`config.mk`:
```
export PLATFORM = sky130hd
export DESIGN_NAME = hilo_mult_ctrl_flat
export DESIGN_NICKNAME = d
export VERILOG_FILES = /design/src/rtl/hilo_pkg.sv /design/src/rtl/hilo_mult_ctrl_if.sv /design/src/rtl/mult_iter_core.sv /design/src/rtl/hilo_mult_ctrl.sv /design/src/flat_wrapper.sv
export SDC_FILE = /design/constraint.sdc
export NUM_CORES = 1
export LEC_CHECK = 0
export BUFFER_PORTS_ARGS = -buffer_cell sky130_fd_sc_hd__buf_2
export CORE_UTILIZATION = 60
export DETAILED_ROUTE_END_ITERATION = 8
export PLACE_DENSITY = 0.88
export SYNTH_ARGS = -nofsm -noshare
export SYNTH_HDL_FRONTEND = slang
export SYNTH_SLANG_ARGS = --single-unit
```
`constraint.sdc`:
```
create_clock -name Clk -period 5.2 [get_ports Clk]
set_clock_uncertainty 0.05 [all_clocks]
set_input_delay 0.52 -clock Clk [delete_from_list [all_inputs] [get_ports Clk]]
set_output_delay 0.52 -clock Clk [all_outputs]
set_load 0.005 [all_outputs]
```
`src/rtl/hilo_pkg.sv`:
```
// Shared definitions for the HI/LO multiply sequencer: op and state encodings,
// iteration-width legality and iteration count.
package hilo_pkg;

  typedef enum logic [2:0] {
    OP_MULT  = 3'd0,
    OP_MULTU = 3'd1,
    OP_MADD  = 3'd2,
    OP_MSUB  = 3'd3,
    OP_MTHI  = 3'd4,
    OP_MTLO  = 3'd5,
    OP_NOP6  = 3'd6,
    OP_NOP7  = 3'd7
  } op_e;

  typedef enum logic [1:0] {
    IDLE = 2'd0,
    MUL  = 2'd1,
    FIX  = 2'd2,
    ACC  = 2'd3
  } state_e;

  function automatic bit iter_bits_legal(input int ib);
    return (ib == 1) || (ib == 2) || (ib == 4);
  endfunction

  function automatic int iter_count(input int ib);
    return 32 / ib;
  endfunction

endpackage

```
`src/rtl/hilo_mult_ctrl_if.sv`:
```
// Request/response bundle between the EX-stage issue logic and the HI/LO
// sequencer; the issuing side is the master.
interface hilo_mult_ctrl_if;
  logic        Start;
  logic [2:0]  Op;
  logic [31:0] A;
  logic [31:0] B;
  logic        MfReq;
  logic        Ready;
  logic        Busy;
  logic        Done;
  logic        Stall;
  logic [31:0] HI;
  logic [31:0] LO;

  modport master (
    output Start, Op, A, B, MfReq,
    input  Ready, Busy, Done, Stall, HI, LO
  );

  modport slave (
    input  Start, Op, A, B, MfReq,
    output Ready, Busy, Done, Stall, HI, LO
  );
endinterface

```
`src/rtl/mult_iter_core.sv`:
```
// Unsigned 32x32 shift-add multiplier retiring ITER_BITS multiplier bits per
// step, LSB first, plus an in-place two's-complement negate of the product.
module mult_iter_core #(
  parameter int ITER_BITS = 1
) (
  input  logic        clk,
  input  logic        load,
  input  logic        step,
  input  logic        neg,
  input  logic [31:0] mcand,
  input  logic [31:0] mplier,
  output logic [63:0] prod
);

  logic [63:0] mcand_sh;
  logic [31:0] mplier_sh;
  logic [63:0] addend;

  always_comb begin
    addend = '0;
    for (int i = 0; i < ITER_BITS; i++) begin
      if (mplier_sh[i]) addend = addend + (mcand_sh << i);
    end
  end

  // Pure datapath: load takes priority so a new operation always starts clean.
  always_ff @(posedge clk) begin
    if (load) begin
      mcand_sh  <= {32'd0, mcand};
      mplier_sh <= mplier;
      prod      <= '0;
    end else if (step) begin
      prod      <= prod + addend;
      mcand_sh  <= mcand_sh << ITER_BITS;
      mplier_sh <= mplier_sh >> ITER_BITS;
    end else if (neg) begin
      prod      <= -prod;
    end
  end

endmodule

```
`src/rtl/hilo_mult_ctrl.sv`:
```
// HI/LO register owner: sequences MULT/MULTU/MADD/MSUB through the iterative
// core and performs MTHI/MTLO directly.
module hilo_mult_ctrl
  import hilo_pkg::*;
#(
  parameter int ITER_BITS = 1
) (
  input  logic           Clk,
  input  logic           Reset,
  hilo_mult_ctrl_if.slave bus
);

  localparam int N  = iter_count(ITER_BITS);
  localparam int CW = $clog2(N);
  localparam logic [CW-1:0] LAST = CW'(N - 1);

  if (!iter_bits_legal(ITER_BITS)) begin : g_bad_iter
    $error("hilo_mult_ctrl: ITER_BITS must be 1, 2 or 4");
  end

  state_e        state;
  logic [CW-1:0] cnt;
  logic          busy_q;
  logic          done_q;
  logic          sign_q;
  op_e           op_q;
  logic [31:0]   hi_q;
  logic [31:0]   lo_q;

  op_e           op_in;
  logic          start_mul;
  logic [31:0]   mcand_in;
  logic [31:0]   mplier_in;
  logic [63:0]   prod;

  // Magnitude of a signed word; 0x80000000 maps to itself as unsigned.
  function automatic logic [31:0] mag(input logic signed [31:0] v);
    return v[31] ? 32'(-v) : 32'(v);
  endfunction

  assign op_in     = op_e'(bus.Op);
  assign start_mul = (state == IDLE) && bus.Start && !bus.Op[2];
  assign mcand_in  = (op_in == OP_MULTU) ? bus.A : mag(bus.A);
  assign mplier_in = (op_in == OP_MULTU) ? bus.B : mag(bus.B);

  mult_iter_core #(
    .ITER_BITS(ITER_BITS)
  ) u_core (
    .clk    (Clk),
    .load   (start_mul),
    .step   (state == MUL),
    .neg    ((state == FIX) && sign_q),
    .mcand  (mcand_in),
    .mplier (mplier_in),
    .prod   (prod)
  );

  always_ff @(posedge Clk) begin
    if (Reset) begin
      state  <= IDLE;
      cnt    <= '0;
      busy_q <= 1'b0;
      done_q <= 1'b0;
      sign_q <= 1'b0;
      op_q   <= OP_MULT;
      hi_q   <= '0;
      lo_q   <= '0;
    end else begin
      done_q <= 1'b0;
      case (state)
        IDLE: begin
          if (bus.Start) begin
            case (op_in)
              OP_MTHI: hi_q <= bus.A;
              OP_MTLO: lo_q <= bus.A;
              OP_MULT, OP_MULTU, OP_MADD, OP_MSUB: begin
                sign_q <= (op_in == OP_MULTU) ? 1'b0 : (bus.A[31] ^ bus.B[31]);
                op_q   <= op_in;
                cnt    <= '0;
                busy_q <= 1'b1;
                state  <= MUL;
              end
              default: ;
            endcase
          end
        end
        MUL: begin
          cnt <= cnt + 1'b1;
          if (cnt == LAST) state <= FIX;
        end
        FIX: begin
          cnt   <= '0;
          state <= ACC;
        end
        ACC: begin
          case (op_q)
            OP_MADD: {hi_q, lo_q} <= {hi_q, lo_q} + prod;
            OP_MSUB: {hi_q, lo_q} <= {hi_q, lo_q} - prod;
            default: {hi_q, lo_q} <= prod;
          endcase
          busy_q <= 1'b0;
          done_q <= 1'b1;
          state  <= IDLE;
        end
        default: state <= IDLE;
      endcase
    end
  end

  assign bus.Busy  = busy_q;
  assign bus.Ready = ~busy_q;
  assign bus.Done  = done_q;
  assign bus.Stall = bus.MfReq & busy_q;
  assign bus.HI    = hi_q;
  assign bus.LO    = lo_q;

endmodule

```
`src/flat_wrapper.sv`:
```
// flat-port wrapper written by rule: the top's interface ports become plain ports
module hilo_mult_ctrl_flat import hilo_pkg::*;
#(
  parameter int ITER_BITS = 1
)
  (Clk, Reset, bus_Start, bus_Op, bus_A, bus_B, bus_MfReq, bus_Ready, bus_Busy, bus_Done, bus_Stall, bus_HI, bus_LO);
  hilo_mult_ctrl_if bus_i ();
  input  logic Clk;
  input  logic Reset;
  input wire logic [$bits(bus_i.Start)-1:0] bus_Start;
  input wire logic [$bits(bus_i.Op)-1:0] bus_Op;
  input wire logic [$bits(bus_i.A)-1:0] bus_A;
  input wire logic [$bits(bus_i.B)-1:0] bus_B;
  input wire logic [$bits(bus_i.MfReq)-1:0] bus_MfReq;
  output wire logic [$bits(bus_i.Ready)-1:0] bus_Ready;
  output wire logic [$bits(bus_i.Busy)-1:0] bus_Busy;
  output wire logic [$bits(bus_i.Done)-1:0] bus_Done;
  output wire logic [$bits(bus_i.Stall)-1:0] bus_Stall;
  output wire logic [$bits(bus_i.HI)-1:0] bus_HI;
  output wire logic [$bits(bus_i.LO)-1:0] bus_LO;
  assign bus_i.Start = bus_Start;
  assign bus_i.Op = bus_Op;
  assign bus_i.A = bus_A;
  assign bus_i.B = bus_B;
  assign bus_i.MfReq = bus_MfReq;
  assign bus_Ready = bus_i.Ready;
  assign bus_Busy = bus_i.Busy;
  assign bus_Done = bus_i.Done;
  assign bus_Stall = bus_i.Stall;
  assign bus_HI = bus_i.HI;
  assign bus_LO = bus_i.LO;
  hilo_mult_ctrl #(.ITER_BITS(ITER_BITS)) u_core (.Clk(Clk), .Reset(Reset), .bus(bus_i));
endmodule
```
---- After elaboration in Yosys (flattened, before gate mapping) ----
Index checks and enable logic that the tools add are counted.
storage, ports and cells
  register bits after elaboration ......... 237
  bits of input ports ..................... 71
  output and inout port bits .............. 68
  word-level logic and storage cells ...... 86
cells by class
  $add $sub $neg .......................... 7
  equal/unequal tests ..................... 16
  multiplexer cells ....................... 31
  bitwise operators ....................... 3
  reductions and logical operators ........ 17
operator list
  cell                   number
  $mux W32               12
  $pmux W32 S2           4
  $mux W64               3
  $add A64 B64 Y64       2
  $neg A32 Y32           2
  $neg A64 Y64           1
  $sub A64 B64 Y64       1
  $reduce_and A3 Y1      6
  $pmux W5 S3            1
  $eq A3 B2 Y1 const B   4
  $mux W5                2
  $ne A2 B2 Y1 const B   4
  $pmux W2 S4            1
  $eq A3 B3 Y1 const B   2
  $mux W2                3
  $reduce_bool A2 Y1     3
  $add A5 B1 Y5 const B  1
  $eq A5 B5 Y1 const B   1
  $eq A2 B2 Y1 const B   2
  $mux W1                4
  $reduce_or A4 Y1       1
  $eq A3 B1 Y1 const B   1
  $logic_and A1 B1 Y1    3
  $logic_not A3 Y1       1
  9 further kinds        9

---- Logic depth before layout (Yosys ltp) ----
Gate-level depths: netlist of run 1.
  depth after elaboration ................. 5
  mapped depth ............................ 18
  depth with buffers taken out ............ 16

---- By module ----
From an unflattened synthesis of run 1, not the netlist that was laid out.
second synthesis, totals
  cells, all modules ...................... 3227
  area, all modules ....................... 24479.7 µm²
by module, submodules not included
  module          times used  cells an instance  area each (µm²)  sequential area each (µm²)
  hilo_mult_ctrl  1           1972               13237.7          1541.5
  mult_iter_core  1           1255               11242.0          3843.7

---- Least setup slack after synthesis of run 1 ----
Ideal clock, no wire load.
  path type ............................... register to register
  start point ............................. register u_core.u_core.mplier_sh[0]
  end point ............................... register u_core.u_core.prod[48]
  library setup time ...................... 228 ps
  arrival time ............................ 3452 ps
  required time ........................... 4922 ps
  slack ................................... 1470 ps
  stages on the path, launching flop included .. 19
  buffers on the path ..................... 2
  period minus slack after synthesis ...... 3730 ps
  cells stage by stage .................... edfxtp_1 clkbuf_1 clkbuf_1 and2_1 ha_1 inv_1 fa_1 nor2b_1 o21ai_1 a21boi_1 o31ai_2 a21oi_1 o31a_1 a21oi_2 o31a_1 o21a_1 o31ai_1 xnor2_1 o22ai_1
between the ends
  longest elaborated chain between the ends .. 3
ends and longest elaborated chain
  element                 line                  RTL
  from (decl)             mult_iter_core.sv:16  logic [31:0] mplier_sh;
  from (signal assigned)  mult_iter_core.sv:30  mplier_sh <= mplier;
  from (signal assigned)  mult_iter_core.sv:35  mplier_sh <= mplier_sh >> ITER_BITS;
  $mux W64                mult_iter_core.sv:22  if (mplier_sh[i]) addend = addend + (mcand_sh << i);
  $add A64 B64 Y64        mult_iter_core.sv:33  prod <= prod + addend;
  $mux W64                mult_iter_core.sv:32  end else if (step) begin
  to (signal assigned)    mult_iter_core.sv:33
  to (signal assigned)    mult_iter_core.sv:37  prod <= -prod;
  to (decl)               mult_iter_core.sv:12  output logic [63:0] prod
Every way passes these cells.
A chain may end at the register's enable or synchronous reset.

---- Worst setup path in the final report of run 1 ----
  start point ............................. register u_core.u_core.mplier_sh[0]
  end point ............................... register u_core.u_core.prod[61]
Same word-level chain as after synthesis.

==> results of run 1 <==
through the flow:
step | cell area, um^2 | utilization (%)
after floorplan | 24200 | -
after global placement | 25100 | 62.9
after detailed placement | 25100 | 62.9
after CTS | 26000 | 65.2
after global routing | 26000 | 65.3
final | 26000 | 65.3
kinds of logic (layout without fill, tap and decap cells):
logic type	count (synthesis)	count (layout)	share of synthesized area, %
AO/OA/AOI/OAI	1086	1086	28.8
XOR/XNOR	240	240	8.68
adder cells (fa/ha/maj)	203	203	10.6
buffers and inverters	375	390	6.08
flip-flops	237	237	22.2
multiplexers	56	56	2.31
other	0	4	0
AND/OR/NAND/NOR	1089	1089	21.3
cell usage after synthesis, types with 9 or more instances:
cell        n
mux2i_1    56
o21ai_1    22
dfxtp_1   173
nand4_1    48
nor2b_1    27
a311oi_1   18
a41oi_1    15
a31oi_1    44
a21o_1     57
nor2_1    345
or3_1      23
inv_1     162
o21a_1     18
o31a_1      9
xor2_1     56
buf_1      17
o211ai_1   29
a21boi_0    9
and3_1     16
o31ai_1    50
a211oi_1   68
nand2_1   294
o22ai_1    21
edfxtp_1   64
nor3_1     81
nand3_1    51
o21bai_1   42
xnor2_1   184
nor4_1     50
o41ai_1    13
ha_1      200
o21ai_0   233
clkbuf_1  156
inv_2       9
nand2b_1   25
a21oi_1   326
buf_2      23
and2_1     79
layout make-up:
class                      count  area, um^2
sequential                   237        5390
clock buffer                  36         749
inverter                     171         642
tap                          525         657
fill                        3583       13800
multi-input combinational   2674       17400
clock inverter                14         178
antenna                        4        10.0
timing repair buffer         169         923
worst paths after layout:
check	slack, ns	to
max reg2reg	0.75	u_core.u_core.prod[61]
max	0.75	u_core.u_core.prod[61]
min	0.22	u_core.op_q[1]
min reg2reg	0.43	u_core.sign_q
worst register-to-register path, stage by stage, from the launching register on:
cell and delay [ns]:
edfxtp_1 0.95, buf_4 0.42, and2_1 0.18, ha_1 0.25
a21oi_1 0.10, o21a_1 0.21, inv_1 0.07, nor2_1 0.05
or3_1 0.38, o31ai_2 0.45, o2bb2ai_1 0.20, o21ai_1 0.24
a41oi_1 0.22, nor3_1 0.25, nand4_1 0.12, nor3b_1 0.17
registers in the layout, summed over array words and instances, names as in the netlist:
signal / cells
u_core.bus.Busy: 1
u_core.state: 2
u_core.bus.LO: 32
u_core.u_core.mcand_sh: 64
u_core.op_q: 3
u_core.u_core.prod: 64
u_core.cnt: 5
u_core.bus.Done: 1
u_core.bus.HI: 32
u_core.u_core.mplier_sh: 32
u_core.sign_q: 1
per-layer routing:
metal | GRT usage [%] | vias up
li1 | - | 11900
met1 | 60.9 | 12000
met2 | 55.6 | 2006
met3 | 12.2 | 231
met4 | 16.4 | 0
met5 | 0 | -
where the power goes:
group | leakage, uW | total, uW | switching (uW) | internal (uW)
Clock | 0.000448 | 2040 | 863 | 1170
Combinational | 0.00829 | 7600 | 5090 | 2510
Sequential | 0.00203 | 3290 | 722 | 2560
==> metrics.md, run 1 <==
| Metric | Value |
|---|---|
| Status | `finished with violations` |
| Failing checks | `DRC` |
| 1st-pass router iterations | `9` |
| Asr flop ratio synth | `0%` |
| Hold wc startpoint | `bus_Op[1]` |
| # DRC | `3` |
| Worst setup margin | `0.751 ns` |
| R2R cell count | `15` |
| Post-Syn Area per Cell | `around 7.4 um^2` |
| Num CTS Buffers | `27` |
| Mapped Area | `24,200 um^2` |
| Top cells by area, synth | `dfxtp_1 14%, ha_1 10%, edfxtp_1 7.9%` |
| CP startpoint kind | `flip-flop` |
| Final setup fails | `0` |
| Maximum clock rate | `between 0.2 and 0.25 GHz` |
| Final period util | `85.6%` |
| Top Ports | `139` |
| Via count | `26,100` |
| R2r startpoint | `u_core.u_core.mplier_sh[0]` |
| Cell taking the most area after synthesis | `dfxtp_1` |
| Hold Slack | `0.220 ns` |
| CP max FO | `35` |
| Ys flop type | `dfxtp_1` |
| Yosys cell types | `93` |
| Number of max-cap violations | `0` |
| Top cell type's share of synthesized area | `roughly 14%` |
| Final min period | `4.45 ns` |
| GRT Overall Usage | `41.5%` |
| Nets | `about 3,600` |
| Worst skew pair latency | `0.59 ns` |
| IO buf count | `138` |
| Most common cell after layout, fill and taps aside | `nor2_1` |
| Initial detailed-routing violation count | `3,775` |
| Post-CTS Setup Bufs | `0` |
| RD Place Congestion | `between 1 and 1.5` |
| H-tree levels | `1` |
| Critical path launch point | `u_core.u_core.mplier_sh[0]` |
| Seq cells post-synth | `237` |
| Overall die height | `203 um` |
| Initial antenna violation count | `5` |
| Routed wl met2 | `33,200 um` |
| Non-filler cells, final | `3,830` |
| Cell count after synthesis | `approximately 3,300` |
| Number of enable flip-flop cells after synthesis | `64` |
| Vias/cell | `6.81` |
| Worst slack at placement | `0.826 ns` |
| Worst hold stages | `3` |
| CTS sink count | `237` |
| Initial Util | `60.8%` |
| Final Hold Viols | `0` |
| TritonCTS clock tree | `done` |
| Cts-stage hold buffer count | `0` |
| Hold/Removal Path Class | `primary input to flip-flop` |
| Antenna-violating nets left | `0` |
| Buf+Inv Stages, Crit Path | `2` |
| Core area | `39,800 um^2` |
| RSZ-0062 raised after global routing | `no` |
| Sequential element share of the synthesized area | `around 22%` |
| CP required | `5.61 ns` |
| Fraction of layout cells with a size suffix above 1 | `under 10%` |
| CP Data Arrival Time | `4.86 ns` |
| Die width | `203 um` |
| Pwr Density | `497 nW/um^2` |
| Routed WL per cell | `23.0 um` |
| Setup TNS | `0 ns` |
| Largest net degree at the start of global routing | `75` |
| Commonest non-fill, non-tap cells in the layout | `345 x nor2_1, 326 x a21oi_1, 293 x nand2_1, 233 x o21ai_0, 198 x ha_1` |
| Pins Over Slew Limit | `0` |
| Crit path max-delay family | `compound AO/OA/AOI/OAI gates` |
| Critical path depth | `15` |
| Final Total Pwr | `12,900 uW` |
| Wire length of the first global-routing pass | `about 130,000 um` |
| Area grow syn2layout | `7.26%` |
| YS warnings | `0` |
| Vias in the first global route | `23,000` |
| Routed length on met1 | `36,300 um` |
| Slowest cell on the critical path | `edfxtp_1` |
| Final WL | `88,100 um` |
| Crit-path max cell delay | `about 0.95 ns` |
| Max clock buf depth | `3` |
| Tightest Pin Transition | `1.09 ns` |
| Kind of critical path | `flip-flop to flip-flop` |
| Leak Pwr | `0.0108 uW` |
| Syn nets | `between 3,000 and 4,000` |
| Root Buffer | `clkbuf_16` |
| Relative slew slack | `~27%` |
| Critical Path, Cell by Cell | `buf_4 -> and2_1 -> ha_1 -> a21oi_1 -> o21a_1 -> inv_1 -> nor2_1 -> or3_1 -> o31ai_2 -> o2bb2ai_1 -> o21ai_1 -> a41oi_1 -> nor3_1 -> nand4_1 -> nor3b_1` |
| Post-DP HPWL | `67,300 um` |
| Post-cts resize count | `0` |
| GRT Residual Overflow | `0` |
| Setup crit end kind | `flip-flop` |
| Row cnt | `73` |
| Top sig layer | `met4` |
| Die area | `41,200 um^2` |
| Routed met3 length | `~14,000 um` |
| Worst IR Drop VDD | `between 0.3 and 0.4 mV` |
| Clock-pin slew on the worst setup and hold paths | `0.06 ns` |
| Placed insts | `3,776` |
No activity file was read; power rests on OpenSTA's default activity.
==> run 2: changes to the inputs <==
- CORE_UTILIZATION: 60 -> 45
- PLACE_DENSITY: 0.88 -> 0.71
==> run 2 against run 1 <==
The flow still finishes with violations (DRC). Sequential share of layout area down 0.22 points. First-iteration DRC count fell by 6.6%. Critical path depth is 1 lower. Clock-buffer cell count down 5. Combinational power decreased by 0.7%. Maximum frequency rose by 0.59%. Wire length decreased by 1.1%. Cell count grew 4.3%. Critical path type unchanged. Largest power group unchanged. Highest routed layer is now met5.
==> metrics.md, run 2 (same netlist as run 1, synthesis figures left out) <==
| Metric | Value |
|---|---|
| Status | `finished with violations` |
| Failing checks | `DRC` |
| Die width | `234 um` |
| Area grow syn2layout | `8.42%` |
| CP max FO | `11` |
| Hold/Removal Path Class | `primary input to flip-flop` |
| Leak Pwr | `0.0108 uW` |
| Tightest Pin Transition | `between 1 and 1.5 ns` |
| Antenna-violating nets left | `0` |
| R2r endpoint | `u_core.bus.HI[9]` |
| Sink of the worst hold path | `u_core.op_q[1]` |
| Initial Util | `45.8%` |
| Routed WL per cell | `~22 um` |
| Largest regs | `u_core.u_core.mcand_sh x64, u_core.u_core.prod x64` |
| CP Data Arrival Time | `4.79 ns` |
| RSZ-0062 raised after global routing | `no` |
| Worst IR Drop VDD | `0.310 mV` |
| Worst hold stages | `3` |
| Clock-pin slew on the worst setup and hold paths | `0.06 ns` |
| Fill count | `5,298` |
| Die area | `54,800 um^2` |
| Worst skew pair latency | `0.58 ns` |
| Number of max-cap violations | `0` |
| Row cnt | `84` |
| Overall die height | `234 um` |
| Final period util | `85.0%` |
| # DRC | `6` |
| Pwr Density | `489 nW/um^2` |
| Final WL | `87,200 um` |
| Largest net degree at the start of global routing | `93` |
| Via count | `approximately 25,000` |
| Pins Over Slew Limit | `0` |
| Final setup fails | `0` |
| Reg area | `5390 um^2` |
| Hold wc startpoint | `bus_Op[1]` |
| TritonCTS clock tree | `done` |
| Commonest non-fill, non-tap cells in the layout | `345 x nor2_1, 326 x a21oi_1, 293 x nand2_1, 233 x o21ai_0, 198 x ha_1` |
| Hold Slack | `0.210 ns` |
| Maximum clock rate | `0.226 GHz` |
| Nets | `~3,600` |
| R2R setup slack | `between 0.7 and 0.8 ns` |
| Vias/cell | `around 6.3` |
| CP required | `~5.6 ns` |
| GRT Residual Overflow | `0` |
| RD Place Congestion | `1.03` |
| Initial detailed-routing violation count | `3,527` |
| Multi-input gate area in the final layout | `17,400 um^2` |
| Final Hold Viols | `0` |
| Buf+Inv Stages, Crit Path | `1` |
| Relative slew slack | `about 26%` |
| Post-layout instance area | `26,300 um^2` |
| Ant. Diodes | `0` |
| 1st-pass router iterations | `8` |
| Crit path max-delay family | `compound AO/OA/AOI/OAI gates` |
| Slowest cell on the critical path | `ha_1` |
| Crit-path max cell delay | `0.55 ns` |
| Final Total Pwr | `12,800 uW` |
| H-tree levels | `1` |
| R2r startpoint | `u_core.u_core.prod[9]` |
| Post-CTS Setup Bufs | `0` |
| Setup TNS | `0 ns` |
| Initial antenna violation count | `4` |
| Final min period | `about 4.4 ns` |
| Fraction of layout cells with a size suffix above 1 | `under 10%` |
| Wire length of the first global-routing pass | `between 100,000 and 150,000 um` |
| Max clock buf depth | `3` |
| Post-cts resize count | `0` |
| Most common cell after layout, fill and taps aside | `nor2_1` |
| GRT Overall Usage | `a little under a third` |
| Critical Path, Cell by Cell | `inv_1 -> ha_1 -> nand4_1 -> a211oi_1 -> o32ai_2 -> o31ai_1 -> a21oi_1 -> o21ai_1 -> a41o_1 -> a21oi_1 -> o21ai_1 -> xnor2_1 -> o211ai_1 -> nor4b_2` |
| Post-DP HPWL | `67,600 um` |
| Num CTS Buffers | `27` |
| Top Ports | `139` |
| Cts-stage hold buffer count | `0` |
| CTS sink count | `~240` |
| Dpl cell area | `25,300 um^2` |
| Kind of critical path | `flip-flop to flip-flop` |
| IO buf count | `138` |
| Core area | `between 50,000 and 60,000 um^2` |
| Root Buffer | `clkbuf_16` |
| Setup crit end kind | `flip-flop` |
| CP startpoint kind | `flip-flop` |
| R2R cell count | `14` |
| Vias in the first global route | `22,300` |
run 2: changes by cell type in the layout (fill, tap and decap cells not counted), moves of 2 or more:
cell / previous run / this run
clkbuf_1: 5 / 0
buf_4: 31 / 35
clkinv_2: 2 / 6
diode_2: 4 / 0
bufinv_16: 3 / 5
clkinvlp_4: 2 / 0
run 2: metrics by stage:
step,std cells,utilization (%),setup WS (ns)
2_1_floorplan,3286,-,1.47
3_3_place_gp,3944,47.9,1.06
3_5_place_dp,3944,47.9,0.986
4_1_cts,3994,49.7,0.921
5_1_grt,3994,49.7,0.610
6_report,3994,49.7,0.777
run 2: worst max path at each step:
stage | start | end | slack, ns | cells after the start
2_1_floorplan | u_core.u_core.mplier_sh[0] | u_core.u_core.prod[48] | 1.47 | 18
5_1_grt | u_core.u_core.prod[9] | u_core.bus.HI[5] | 0.61 | 13
3_3_place_gp | u_core.u_core.prod[9] | u_core.bus.HI[9] | 1.06 | 14
6_report | u_core.u_core.prod[9] | u_core.bus.HI[9] | 0.78 | 14
4_1_cts | u_core.u_core.prod[9] | u_core.bus.HI[9] | 0.92 | 14
3_5_place_dp | u_core.u_core.prod[9] | u_core.bus.HI[9] | 0.99 | 14
run 2: final cells by class:
type                            count  share of cell area (%)
Tap cell                          688                    3.28
Sequential cell                   237                    20.5
Multi-Input combinational cell   2674                    66.4
Inverter                          171                    2.44
Clock buffer                       31                    2.78
Timing Repair Buffer              174                    3.71
Clock inverter                     19                   0.886
run 2: worst register-to-register path, delay by kind of cell (launching register included):
| family | cells | cell delay (ns) |
|---|---|---|
| simple gates | 2 | 0.42 |
| buf+inv | 1 | 0.17 |
| flops | 1 | 0.46 |
| fa+ha+maj | 1 | 0.55 |
| xor+xnor | 1 | 0.16 |
| compound gates | 9 | 2.47 |
run 2: per-layer routing:
metal  global-route usage [%]  routed length, um  share of wire, %  vias up
met1                     46.9              39000                45    11600
met2                     42.4              34100                39     1538
li1                         -                  -                 -    11900
met4                     9.56               2800               3.2        6
met5                        0                 24             0.028        -
met3                     6.41              11200                13      144
run 2: power breakdown:
group / leakage (uW) / total (uW) / internal [uW] / switching (uW)
Combinational: 0.00832 / 7550 / 2530 / 5020
Sequential: 0.00203 / 3180 / 2560 / 616
Clock: 0.000482 / 2110 / 1260 / 851
